File: src/rtl/wb_pkg.sv
`default_nettype none
// ============================================================================
//  Module      : wb_pkg
//  Description : Shared types and default configuration for the writeback
//                buffer (wb_fifo, wb_buffer).
//  Revision    : 1.0 - initial release
// ============================================================================
package wb_pkg;

    localparam int C_DATA_WIDTH   = 32;
    localparam int C_SIZE_REGFILE = 3;
    localparam int C_DEPTH        = 4;
    localparam int C_ZERO_REG     = 1;

    // One queued register-file write in the default configuration.
    typedef struct packed {
        logic [C_SIZE_REGFILE-1:0] dest;
        logic [C_DATA_WIDTH-1:0]   data;
    } wb_entry_t;

endpackage : wb_pkg
`default_nettype wire

File: src/rtl/wb_fifo.sv
`default_nettype none
// ============================================================================
//  Module      : wb_fifo
//  Description : 2-write / 1-read FIFO of register-file writes. Port 0 is
//                enqueued ahead of port 1 when both push in the same cycle.
//                Per-entry valid bits and destinations are exported so the
//                parent can build a pending-write mask.
//  Ports       : clk, rst        - clock, synchronous active-high reset
//                i_push0/1       - enqueue strobes, i_dest*/i_data* payload
//                i_pop           - dequeue head (only when o_count != 0)
//                o_head_dest/data- current head entry
//                o_count         - occupancy
//                o_valid         - per-slot valid bits
//                o_dest_vec      - per-slot destinations, slot i at [i*SR +: SR]
//  Revision    : 1.0 - initial release
// ============================================================================
module wb_fifo
    import wb_pkg::*;
#(
    parameter int DATA_WIDTH   = C_DATA_WIDTH,
    parameter int SIZE_REGFILE = C_SIZE_REGFILE,
    parameter int DEPTH        = C_DEPTH
) (
    input  logic                          clk,
    input  logic                          rst,
    input  logic                          i_push0,
    input  logic [SIZE_REGFILE-1:0]       i_dest0,
    input  logic [DATA_WIDTH-1:0]         i_data0,
    input  logic                          i_push1,
    input  logic [SIZE_REGFILE-1:0]       i_dest1,
    input  logic [DATA_WIDTH-1:0]         i_data1,
    input  logic                          i_pop,
    output logic [SIZE_REGFILE-1:0]       o_head_dest,
    output logic [DATA_WIDTH-1:0]         o_head_data,
    output logic [$clog2(DEPTH):0]        o_count,
    output logic [DEPTH-1:0]              o_valid,
    output logic [DEPTH*SIZE_REGFILE-1:0] o_dest_vec
);

    localparam int PTR_W = $clog2(DEPTH);
    localparam int CNT_W = PTR_W + 1;

    logic [SIZE_REGFILE-1:0] r_dest [DEPTH];
    logic [DATA_WIDTH-1:0]   r_data [DEPTH];
    logic [DEPTH-1:0]        r_valid;
    logic [PTR_W-1:0]        r_wr_ptr;
    logic [PTR_W-1:0]        r_rd_ptr;
    logic [CNT_W-1:0]        r_count;

    logic [PTR_W-1:0]        w_slot1;
    logic [DEPTH-1:0]        w_valid_next;
    logic [CNT_W-1:0]        w_count_next;

    // Port 1 lands behind port 0 when both push; DEPTH is a power of two so
    // pointer arithmetic wraps naturally.
    assign w_slot1      = r_wr_ptr + PTR_W'(i_push0);
    assign w_count_next = r_count + CNT_W'(i_push0) + CNT_W'(i_push1) - CNT_W'(i_pop);

    // Payload storage needs no reset: slot validity is tracked separately.
    always_ff @(posedge clk) begin
        if (i_push0) begin
            r_dest[r_wr_ptr] <= i_dest0;
            r_data[r_wr_ptr] <= i_data0;
        end
        if (i_push1) begin
            r_dest[w_slot1] <= i_dest1;
            r_data[w_slot1] <= i_data1;
        end
    end

    // The parent only pushes with at least two free slots, so pushed slots
    // never collide with the popped head slot.
    always_comb begin
        w_valid_next = r_valid;
        if (i_pop) begin
            w_valid_next[r_rd_ptr] = 1'b0;
        end
        if (i_push0) begin
            w_valid_next[r_wr_ptr] = 1'b1;
        end
        if (i_push1) begin
            w_valid_next[w_slot1] = 1'b1;
        end
    end

    always_ff @(posedge clk) begin
        if (rst) begin
            r_wr_ptr <= '0;
            r_rd_ptr <= '0;
            r_count  <= '0;
            r_valid  <= '0;
        end else begin
            r_wr_ptr <= r_wr_ptr + PTR_W'(i_push0) + PTR_W'(i_push1);
            if (i_pop) begin
                r_rd_ptr <= r_rd_ptr + PTR_W'(1);
            end
            r_count <= w_count_next;
            r_valid <= w_valid_next;
        end
    end

    assign o_head_dest = r_dest[r_rd_ptr];
    assign o_head_data = r_data[r_rd_ptr];
    assign o_count     = r_count;
    assign o_valid     = r_valid;

    generate
        for (genvar gi = 0; gi < DEPTH; gi++) begin : g_dest_vec
            assign o_dest_vec[gi*SIZE_REGFILE +: SIZE_REGFILE] = r_dest[gi];
        end
    endgenerate

endmodule : wb_fifo
`default_nettype wire

File: src/rtl/wb_buffer.sv
`default_nettype none
// ============================================================================
//  Module      : wb_buffer
//  Description : Writeback buffer in front of the register-file write port.
//                Accepts ALU and load results, queues them in arrival order
//                (ALU ahead of load within a cycle), drains one per cycle into
//                a registered write port and exposes a pending-write mask.
//  Ports       : clk, rst                    - clock, sync active-high reset
//                alu_valid/ready/dest/data   - ALU result handshake
//                ld_valid/ready/dest/data    - load result handshake
//                rg_wrt_en/dest/data         - registered register-file write
//                busy_mask                   - registers with a pending write
//                count                       - FIFO occupancy
//  Revision    : 1.0 - initial release
// ============================================================================
module wb_buffer
    import wb_pkg::*;
#(
    parameter int DATA_WIDTH   = C_DATA_WIDTH,
    parameter int SIZE_REGFILE = C_SIZE_REGFILE,
    parameter int DEPTH        = C_DEPTH,
    parameter int ZERO_REG     = C_ZERO_REG
) (
    input  logic                         clk,
    input  logic                         rst,
    input  logic                         alu_valid,
    output logic                         alu_ready,
    input  logic [SIZE_REGFILE-1:0]      alu_dest,
    input  logic [DATA_WIDTH-1:0]        alu_data,
    input  logic                         ld_valid,
    output logic                         ld_ready,
    input  logic [SIZE_REGFILE-1:0]      ld_dest,
    input  logic [DATA_WIDTH-1:0]        ld_data,
    output logic                         rg_wrt_en,
    output logic [SIZE_REGFILE-1:0]      rg_wrt_dest,
    output logic [DATA_WIDTH-1:0]        rg_wrt_data,
    output logic [2**SIZE_REGFILE-1:0]   busy_mask,
    output logic [$clog2(DEPTH):0]       count
);

    localparam int                CNT_W       = $clog2(DEPTH) + 1;
    localparam int                NREG        = 2**SIZE_REGFILE;
    localparam logic [CNT_W-1:0]  C_DEPTH_CNT = CNT_W'(DEPTH);
    localparam logic [CNT_W-1:0]  C_MIN_FREE  = CNT_W'(2);

    logic                          w_ready;
    logic                          w_push_alu;
    logic                          w_push_ld;
    logic                          w_pop;
    logic                          w_discard;
    logic [SIZE_REGFILE-1:0]       w_head_dest;
    logic [DATA_WIDTH-1:0]         w_head_data;
    logic [CNT_W-1:0]              w_count;
    logic [DEPTH-1:0]              w_valid;
    logic [DEPTH*SIZE_REGFILE-1:0] w_dest_vec;
    logic [NREG-1:0]               w_busy;

    logic                          r_wrt_en;
    logic [SIZE_REGFILE-1:0]       r_wrt_dest;
    logic [DATA_WIDTH-1:0]         r_wrt_data;

    // Ready looks only at registered occupancy: two free slots guarantee a
    // dual push fits regardless of whether a pop happens this cycle.
    assign w_ready    = (C_DEPTH_CNT - w_count) >= C_MIN_FREE;
    assign w_push_alu = alu_valid && w_ready;
    assign w_push_ld  = ld_valid && w_ready;
    assign w_pop      = (w_count != '0);
    assign w_discard  = (ZERO_REG != 0) && (w_head_dest == '0);

    wb_fifo #(
        .DATA_WIDTH   (DATA_WIDTH),
        .SIZE_REGFILE (SIZE_REGFILE),
        .DEPTH        (DEPTH)
    ) u_fifo (
        .clk         (clk),
        .rst         (rst),
        .i_push0     (w_push_alu),
        .i_dest0     (alu_dest),
        .i_data0     (alu_data),
        .i_push1     (w_push_ld),
        .i_dest1     (ld_dest),
        .i_data1     (ld_data),
        .i_pop       (w_pop),
        .o_head_dest (w_head_dest),
        .o_head_data (w_head_data),
        .o_count     (w_count),
        .o_valid     (w_valid),
        .o_dest_vec  (w_dest_vec)
    );

    // A discarded register-0 entry still occupies the write slot: dest/data
    // load as usual, only the enable is suppressed.
    always_ff @(posedge clk) begin
        if (rst) begin
            r_wrt_en   <= 1'b0;
            r_wrt_dest <= '0;
            r_wrt_data <= '0;
        end else if (w_pop) begin
            r_wrt_en   <= !w_discard;
            r_wrt_dest <= w_head_dest;
            r_wrt_data <= w_head_data;
        end else begin
            r_wrt_en   <= 1'b0;
        end
    end

    // Pending writes are everything still queued plus the write being
    // presented to the register file this cycle.
    always_comb begin
        w_busy = '0;
        for (int i = 0; i < DEPTH; i++) begin
            if (w_valid[i]) begin
                w_busy[w_dest_vec[i*SIZE_REGFILE +: SIZE_REGFILE]] = 1'b1;
            end
        end
        if (r_wrt_en) begin
            w_busy[r_wrt_dest] = 1'b1;
        end
        if (ZERO_REG != 0) begin
            w_busy[0] = 1'b0;
        end
    end

    assign alu_ready   = w_ready;
    assign ld_ready    = w_ready;
    assign rg_wrt_en   = r_wrt_en;
    assign rg_wrt_dest = r_wrt_dest;
    assign rg_wrt_data = r_wrt_data;
    assign busy_mask   = w_busy;
    assign count       = w_count;

endmodule : wb_buffer
`default_nettype wire

File: config.mk
export PLATFORM = sky130hd
export DESIGN_NAME = wb_buffer
export DESIGN_NICKNAME = d
export VERILOG_FILES = /design/src/rtl/wb_pkg.sv /design/src/rtl/wb_fifo.sv /design/src/rtl/wb_buffer.sv
export SDC_FILE = /design/constraint.sdc
export NUM_CORES = 1
export LEC_CHECK = 0
export CORE_UTILIZATION = 56
export DETAILED_ROUTE_END_ITERATION = 6
export GPL_ROUTABILITY_DRIVEN = 0
export PLACE_DENSITY = 0.81
export SETUP_SLACK_MARGIN = 0.3
export SLEW_MARGIN = 25
export SYNTH_ARGS = -nofsm -noshare
export SYNTH_HDL_FRONTEND = slang
export SYNTH_SLANG_ARGS = --single-unit
File: constraint.sdc
create_clock -name clk -period 4.9 [get_ports clk]
set_clock_uncertainty 0.05 [all_clocks]
set_input_delay 0.98 -clock clk [delete_from_list [all_inputs] [get_ports clk]]
set_output_delay 0.98 -clock clk [all_outputs]
set_load 0.01 [all_outputs]
* After elaboration in Yosys (flattened, before gate mapping)
Memories as Yosys holds them, arrays and structs flattened. A register that Yosys moved wholly into a read port is not among the register bits. Index checks and enable logic that the tools add are counted.
Storage, ports and cells: memories 2, register bits 15, bits in writable memories 140, output and inout bits 49
Operators by class: add/sub/neg operators 7, magnitude comparators 17, bitwise gates (word level) 9, reductions and logical operators 14, multiplexer cells 30
Memory list:
- u_fifo.r_data | depth 4, bits a word 32, rd ports 1, clocked after Yosys merged registers in 1, wr ports 2, RTL line wb_fifo.sv:44 | logic [DATA_WIDTH-1:0] r_data [DEPTH];
- u_fifo.r_dest | depth 4, bits a word 3, rd ports 5, clocked after Yosys merged registers in 1, wr ports 2, RTL line wb_fifo.sv:43 | logic [SIZE_REGFILE-1:0] r_dest [DEPTH];
Operators by type and width (count):
- 8-bit 2-to-1 mux | 5
- 8-bit OR | 4
- 3-bit by 4-bit less-than comparator with 1-bit output (second input constant) | 5
- 1-bit demux with 3-bit select | 5
- 3-bit by 1-bit greater-or-equal comparator with 1-bit output (second input constant) | 5
- 1-bit 2-to-1 mux | 12
- 4-bit 2-to-1 mux | 3
- 1-bit logical AND | 10
- 2-bit by 3-bit less-than comparator with 1-bit output (second input constant) | 3
- 4-bit OR | 2
- 3-bit by 1-bit adder with 3-bit output | 2
- 1-bit demux with 2-bit select | 3
- 2-bit by 1-bit greater-or-equal comparator with 1-bit output (second input constant) | 3
- 2-bit by 1-bit adder with 2-bit output | 2
- 4-bit bitwise AND | 1
- 2-bit 2-to-1 mux | 2
- 4-bit NOT | 1
- 3-bit by 2-bit greater-or-equal comparator with 1-bit output (second input constant) | 1
- 3-bit zero test | 1
- 3-bit nonzero test | 1
- 3-bit by 1-bit subtractor with 3-bit output | 1
- 3-bit subtractor (first input constant) | 1
- 2-bit by 1-bit adder with 2-bit output (second input constant) | 1
- 2-bit OR reduction | 1
- other kinds (2) | 2

* Depth between registers and ports, before layout
An unclocked memory read counts as a cell.
depth after elaboration 14, gate-level depth with buffers 13

* Cells and area by module
Synthesis repeated with hierarchy kept, for this count alone.
Unflattened totals: cell total of the unflattened synthesis 584, area, all modules 9206.3 um2
By module, submodules not included:
- wb_fifo | sequential area each 4464.3 um2, area an instance 7483.4 um2, times used 1, cells an instance 405
- wb_buffer | sequential area each 720.7 um2, area an instance 1722.9 um2, times used 1, cells an instance 179

* Least setup slack after synthesis
Ideal clock, no wire load.
kind reg-to-reg, start point register u_fifo.r_count[1] (netlist: u_fifo.o_count[1]), end point memory u_fifo.r_data[0][0] in the netlist's numbering, enable pin, setup time 393 ps, data arrival time 3422 ps, clock period less this slack 3865 ps, stages on the path, launching flop included 13, path slack 1035 ps, buffers on the path 3, path through dfxtp_1 inv_1 ha_1 ha_1 or3b_1 buf_6 and2_1 ha_1 xnor2_1 nand4b_1 buf_4 buf_6 nand2_1
RTL lines:
- start, declared | RTL line wb_fifo.sv:48 | logic [CNT_W-1:0] r_count;
- start signal, assigned | RTL line wb_fifo.sv:97 | r_count <= w_count_next;
- end, declared | RTL line wb_fifo.sv:44

==> run metrics <==
status=finished, final reports clean; R2R Path Start=u_fifo.o_count[1]; Post-CTS Hold Fix Bufs=0; Yosys cell types=40; max incr delay on CP=0.56 ns; cell count after synthesis=624; commonest cells in the netlist=edfxtp_1, mux2_2, nand2_1; post-synth top area share=45.5%; core footprint=16000 sq um; TNS Setup=0 ns; R2R Path End=u_fifo.r_data[2][31]; Setup-failing EPs final=0; first-pass GRT wire length=31400 microns; DR WL/cell=20.8 microns; DRC=0; die width=131 microns; Gate power share=40.7%; Int Power=4.76 mW; drt pass-1 iters=5; CP required=5.03 ns; CP Max Fanout=25; Clock power frac=18.5%; final worst-path cycle share=79.3%; cts repair resizes=0; CP Launch Type=flop; fin nets=824; vias in the first global route=5869; Worst Hold Path EP=rg_wrt_data[24]; Filler Cell Count=1088; Post-synth top flop=edfxtp_1; # IOs=123; Post-synth EDFFs=140; CTS tree=done; hold path cells=2; total congestion overflow=0; Hold Path Class=reg -> reg; Sw Share=33.6%; Mean Syn Cell Area=14.8 sq um; flops & latches, synth=189; Syn Std Cell Area=9250 sq um; crit path capture type=flop; HP Start=rg_wrt_data[24]; ANT cells=0; final instance area=11100 sq um; 1st-iter DRT viols=380; reg2reg path depth=10; worst path buffer plus inverter count=3; clock root cell=clkbuf_16; dominant cells by area after synthesis=edfxtp_1, mux2_2, dfxtp_1; Die Area=17000 sq um; Reg area=5190 sq um; sequential power share=40.9%; post-place setup slack=1.03 ns; total power per unit cell area=645 nW/um^2; detailed-route vias per instance=5.97; clock sinks=189; Initial Utilization=57.8%; RSZ-0062 raised after global routing=false; Area Growth Syn to Fin=20.2%; Reg2Reg Setup Slack=1.01 ns; Post CTS Setup Buffer Count=0; worst rel slew slack=34.5%; leading area contributor after synthesis=edfxtp_1; P_leak=3.93 nW; via count=5770; later-pin clock latency in the skew report=0.43 ns; Post-DP Area=10600 sq um; Mapped Nets=710; Final Routed Wirelength=20100 microns; Final ANT Viol Nets=0; fin crit period=3.89 ns; dpl hpwl=12400 microns; number of buffers added on ports=121; slowest CP cell=or3b_1; antenna violations before repair=0; Sw Pwr=2.41 mW; IR drop worst, VDD=0.000331 V; Crit Path Class=reg -> reg; slew at the pin with the worst max-slew slack=0.982 ns; CTS H-tree lvls=4; Final Hold Viols=0; site row count=46; CP top delay family=simple AND/OR/NAND/NOR gates; ys async rst share=0%; critical-path cell list=inv_1, ha_1, ha_2, or3b_1, and2_1, ha_1, nand4b_1, buf_4, buf_4, mux2_2; critical path data arrival time=4.02 ns; gr usage total=25.1%; fraction of layout cells with a size suffix above 1=29.8%; most common cell in the synthesized netlist=edfxtp_1; Worst-path clk slew=0.06 ns; Clock Tree Buf Depth=2; total CTS buffers=17; Ys Warns=0; MaxCap Viol Count=0; FMAX=0.257 GHz; Die H=131 microns; Slew Viols, Final=0; largest net degree at the start of global routing=49; Seq/Total Area, Yosys=56.1%; Util after Layout=69.5%; area of the multi-input gates=3750 sq um; final worst setup slack=1.01 ns
## power groups by stage
stage	Combinational, mW	Clock, mW	Sequential (mW)
finish	2.92	1.32	2.93
global route	3.16	1.39	3.01
CTS	2.95	1.33	2.94
detailed placement	2.92	0	2.96
global placement	2.86	0	2.92
floorplan	1.98	0	2.88
## metrics by stage
stage	instances	hold WS, ns	power (mW)
floorplan	624	0.436	4.86
global placement	935	0.398	5.78
detailed placement	935	0.404	5.88
CTS	967	0.414	7.22
global route	967	0.428	7.56
finish	967	0.410	7.18
## sequential cells by signal (all words and copies together) (netlist names), named ones only
| signal | count |
|---|---|
| rg_wrt_en | 1 |
| u_fifo.o_valid | 4 |
| rg_wrt_dest | 3 |
| u_fifo.r_dest | 12 |
| rg_wrt_data | 32 |
| u_fifo.r_wr_ptr | 2 |
| u_fifo.o_count | 3 |
| u_fifo.r_rd_ptr | 2 |
| u_fifo.r_data | 128 |
## tightest hold or removal path: cells and delay by family (launching register included)
family	cells	cell delay, ns
AOI/OAI and AO/OA	1	0.05
DFF	1	0.31
and+or+nand+nor	1	0.06
## how the worst max path moves through the flow
stage	from	end	slack, ns	cells after the start
global route	u_fifo.o_count[0]	u_fifo.r_data[2][31]	0.85	10
detailed placement	u_fifo.o_count[0]	u_fifo.r_data[2][31]	1.03	10
global placement	u_fifo.o_count[1]	u_fifo.r_data[2][31]	1.13	10
finish	u_fifo.o_count[1]	u_fifo.r_data[2][31]	1.01	10
floorplan	u_fifo.o_count[1]	u_fifo.r_data[0][0]	1.03	12
CTS	u_fifo.o_count[0]	u_fifo.r_data[2][31]	1.0	10
## cells in the final DEF (no fill, tap or decap), types with 10 or more instances in the layout
master,n
mux2_4,30
dfxtp_1,47
nand4b_1,13
nand2_1,70
a21oi_1,35
mux2_2,110
clkbuf_16,17
mux4_2,35
buf_4,12
a31oi_1,11
nor2_1,10
clkdlybuf4s50_1,120
edfxtp_1,140
inv_1,13
## cell type report
type                       count  share of cell area (%)
clock inverter                11                    1.09
sequential                   189                    46.7
timing repair buffer         133                    11.7
tap                          216                    2.43
multi-input combinational    383                    33.7
clock buffer                  21                    3.96
inverter                      14                   0.473
## logic make-up (layout without fill, tap and decap cells)
logic type	after synthesis	in the layout	share of synthesized area [%]
buffers and inverters	52	179	3.53
adder cells (fa/ha/maj)	12	12	1.79
AND/OR/NAND/NOR	136	136	7.98
multiplexers	176	176	26.9
other	1	1	0.0405
flip-flops	189	189	56.1
AO/OA/AOI/OAI	52	52	3.06
XOR/XNOR	6	6	0.649
## layer usage
layer / track usage, % / routed length [microns]
met1: 31.9 / 8190
met5: 0 / 0
met2: 43.1 / 10300
met4: 9.94 / 377
met3: 4.40 / 1190
Power figures use the tool's default switching activity.
==> patch (same settings) <==
`C_DEPTH`: 4 -> 8.
--- a/src/rtl/wb_pkg.sv
+++ b/src/rtl/wb_pkg.sv
@@ -11,3 +11,3 @@
     localparam int C_SIZE_REGFILE = 3;
-    localparam int C_DEPTH        = 4;
+    localparam int C_DEPTH        = 8;
     localparam int C_ZERO_REG     = 1;
Interface: changed (resized count); port bits go from 123 to 124. The function was not compared with the original's and may differ.
==> patch against the original RTL <==
Wire length rose by 100%. Sequential cell count is 148 higher. Via count is 80% higher. Non-clock buffer count rose by 21. Final area grew 78%. Synthesized area up 83%. Global-route usage increased by 1.2 points. Worst setup slack got worse by 0.42 ns. Die area grew 81%. Total power increased by 61%. Largest power group unchanged.
==> patch: results (changes against the original RTL) <==
- Max stage delay on crit path: 0.53 ns (was 0.56 ns)
- Max FFs per register: 256 (was 128)
- Pin count of the biggest net entering global routing: 78 (was 49)
- Antenna violations before repair: 1 (was 0)
- Vias/cell: 6.42 (was 5.97)
- Worst Hold Path EP: rg_wrt_data[21]$_SDFFE_PP0N_ (was rg_wrt_data[24]$_SDFFE_PP0N_)
- Reg2reg end: u_fifo.r_data[1][28]$_DFFE_PP_ (was u_fifo.r_data[2][31]$_DFFE_PP_)
- Nets: 1288 (was 824)
- Register area share after synthesis: 56.5% (was 56.1%)
- Crit path DAT: 4.50 ns (was 4.02 ns)
- First-pass GRT wire length: 61600 um (was 31400 um)
- EDFF count, synth: 280 (was 140)
- I/O Buffers: 122 (was 121)
- Synth area leaders: edfxtp_1 (50%), mux2_2 (18%), mux4_2 (9.3%) (was edfxtp_1 (45%), mux2_2 (13%), dfxtp_1 (11%))
- Hold Slack: 0.446 ns (was 0.410 ns)
- Mapped Nets: 1162 (was 710)
- DP HPWL: 24000 um (was 12400 um)
- H-tree depth: 2 (was 4)
- R2r worst-path depth: 14 (was 10)
- GR Util met2: 43.1% (about the same)
- GR Util All Layers: 26.4% (was 25.1%)
- Synth cell types: 63 (was 40)
- Initial DRC count: 800 (was 380)
- Placed cell area: 0.0186 mm^2 (was 0.0106 mm^2)
- Peak supply drop: 442 uV (was 331 uV)
- Worst path slowest cell: clkinvlp_4 (was or3b_1)
- Worst-path maximum fanout: 23 (was 25)
- CP top delay family: buffers and inverters (was simple AND/OR/NAND/NOR gates)
- Clock Latency Late Sink: 0.50 ns (was 0.43 ns)
- Min-delay src: rg_wrt_data[21]$_SDFFE_PP0N_ (was rg_wrt_data[24]$_SDFFE_PP0N_)
- Vias in the first global route: 10.5k (was 5869)
- Routed WL: 40100 um (was 20100 um)
- Met3 usage: 4.09% (was 4.40%)
- Least-Margin Pin Slew: 0.946 ns (was 0.982 ns)
- Reg2reg setup slack: 0.60 ns (was 1.01 ns)
- Pleak: 6.51 nW (was 3.93 nW)
- Clk buf depth: 3 (was 2)
- M1 GR Usage: 36.7% (was 31.9%)
- Fillers: 2020 (was 1088)
- Top cells by count, synth: edfxtp_1 (280), mux2_2 (274), mux4_2 (70) (was edfxtp_1 (140), mux2_2 (110), nand2_1 (74))
- Status: finished, final reports clean (unchanged)
## patch: kinds of logic (layout without fill, tap and decap cells)
group / Yosys count / count (layout) / synth area share, %
AOI/OAI and AO/OA: 76 / 76 / 3.43
xor gates and xnor gates: 7 / 7 / 0.518
adders and majority gates: 14 / 14 / 1.13
buffers and inverters: 83 / 234 / 2.59
DFF: 337 / 337 / 56.5
muxes: 385 / 385 / 30.1
other: 1 / 2 / 0.0222
and+or+nand+nor: 171 / 171 / 5.73
## patch: where the power goes
group	internal [mW]	switching (mW)	total, mW	leakage [nW]
Sequential	4.07	0.504	4.57	3.03
Clock	1.53	1.07	2.60	0.539
Combinational	2.14	2.22	4.35	2.94
Total	7.73	3.79	11.5	6.51
## patch: per-layer routing
layer,share of wire (%),vias up
li1,-,4555
met1,43,5309
met2,48,436
met3,6.6,80
met4,2.4,2
met5,0.027,-
## patch: metrics by stage
stage | cells | setup WS, ns | total power [mW] | util [%]
2_1_floorplan | 1074 | 0.328 | 7.38 | -
4_1_cts | 1613 | 0.330 | 11.5 | 66.6
3_5_place_dp | 1551 | 0.398 | 8.90 | 62.9
6_report | 1616 | 0.596 | 11.5 | 66.7
3_3_place_gp | 1549 | 0.505 | 8.80 | 62.7
5_1_grt | 1615 | 0.318 | 12.0 | 66.7
## patch: layout make-up
cell class	count	area share [%]
repair buffers	154	7.85
flip-flops and latches	337	48.3
diodes	1	0.0127
inverters	18	0.361
well taps	390	2.47
multi-input cells	654	35.4
clock buffers	50	4.87
clock inverters	12	0.703
## patch: timing repair
action	in CTS	in global routing
buffers inserted	0	2
gates resized for setup	0	2
setup endpoints to repair	0	103
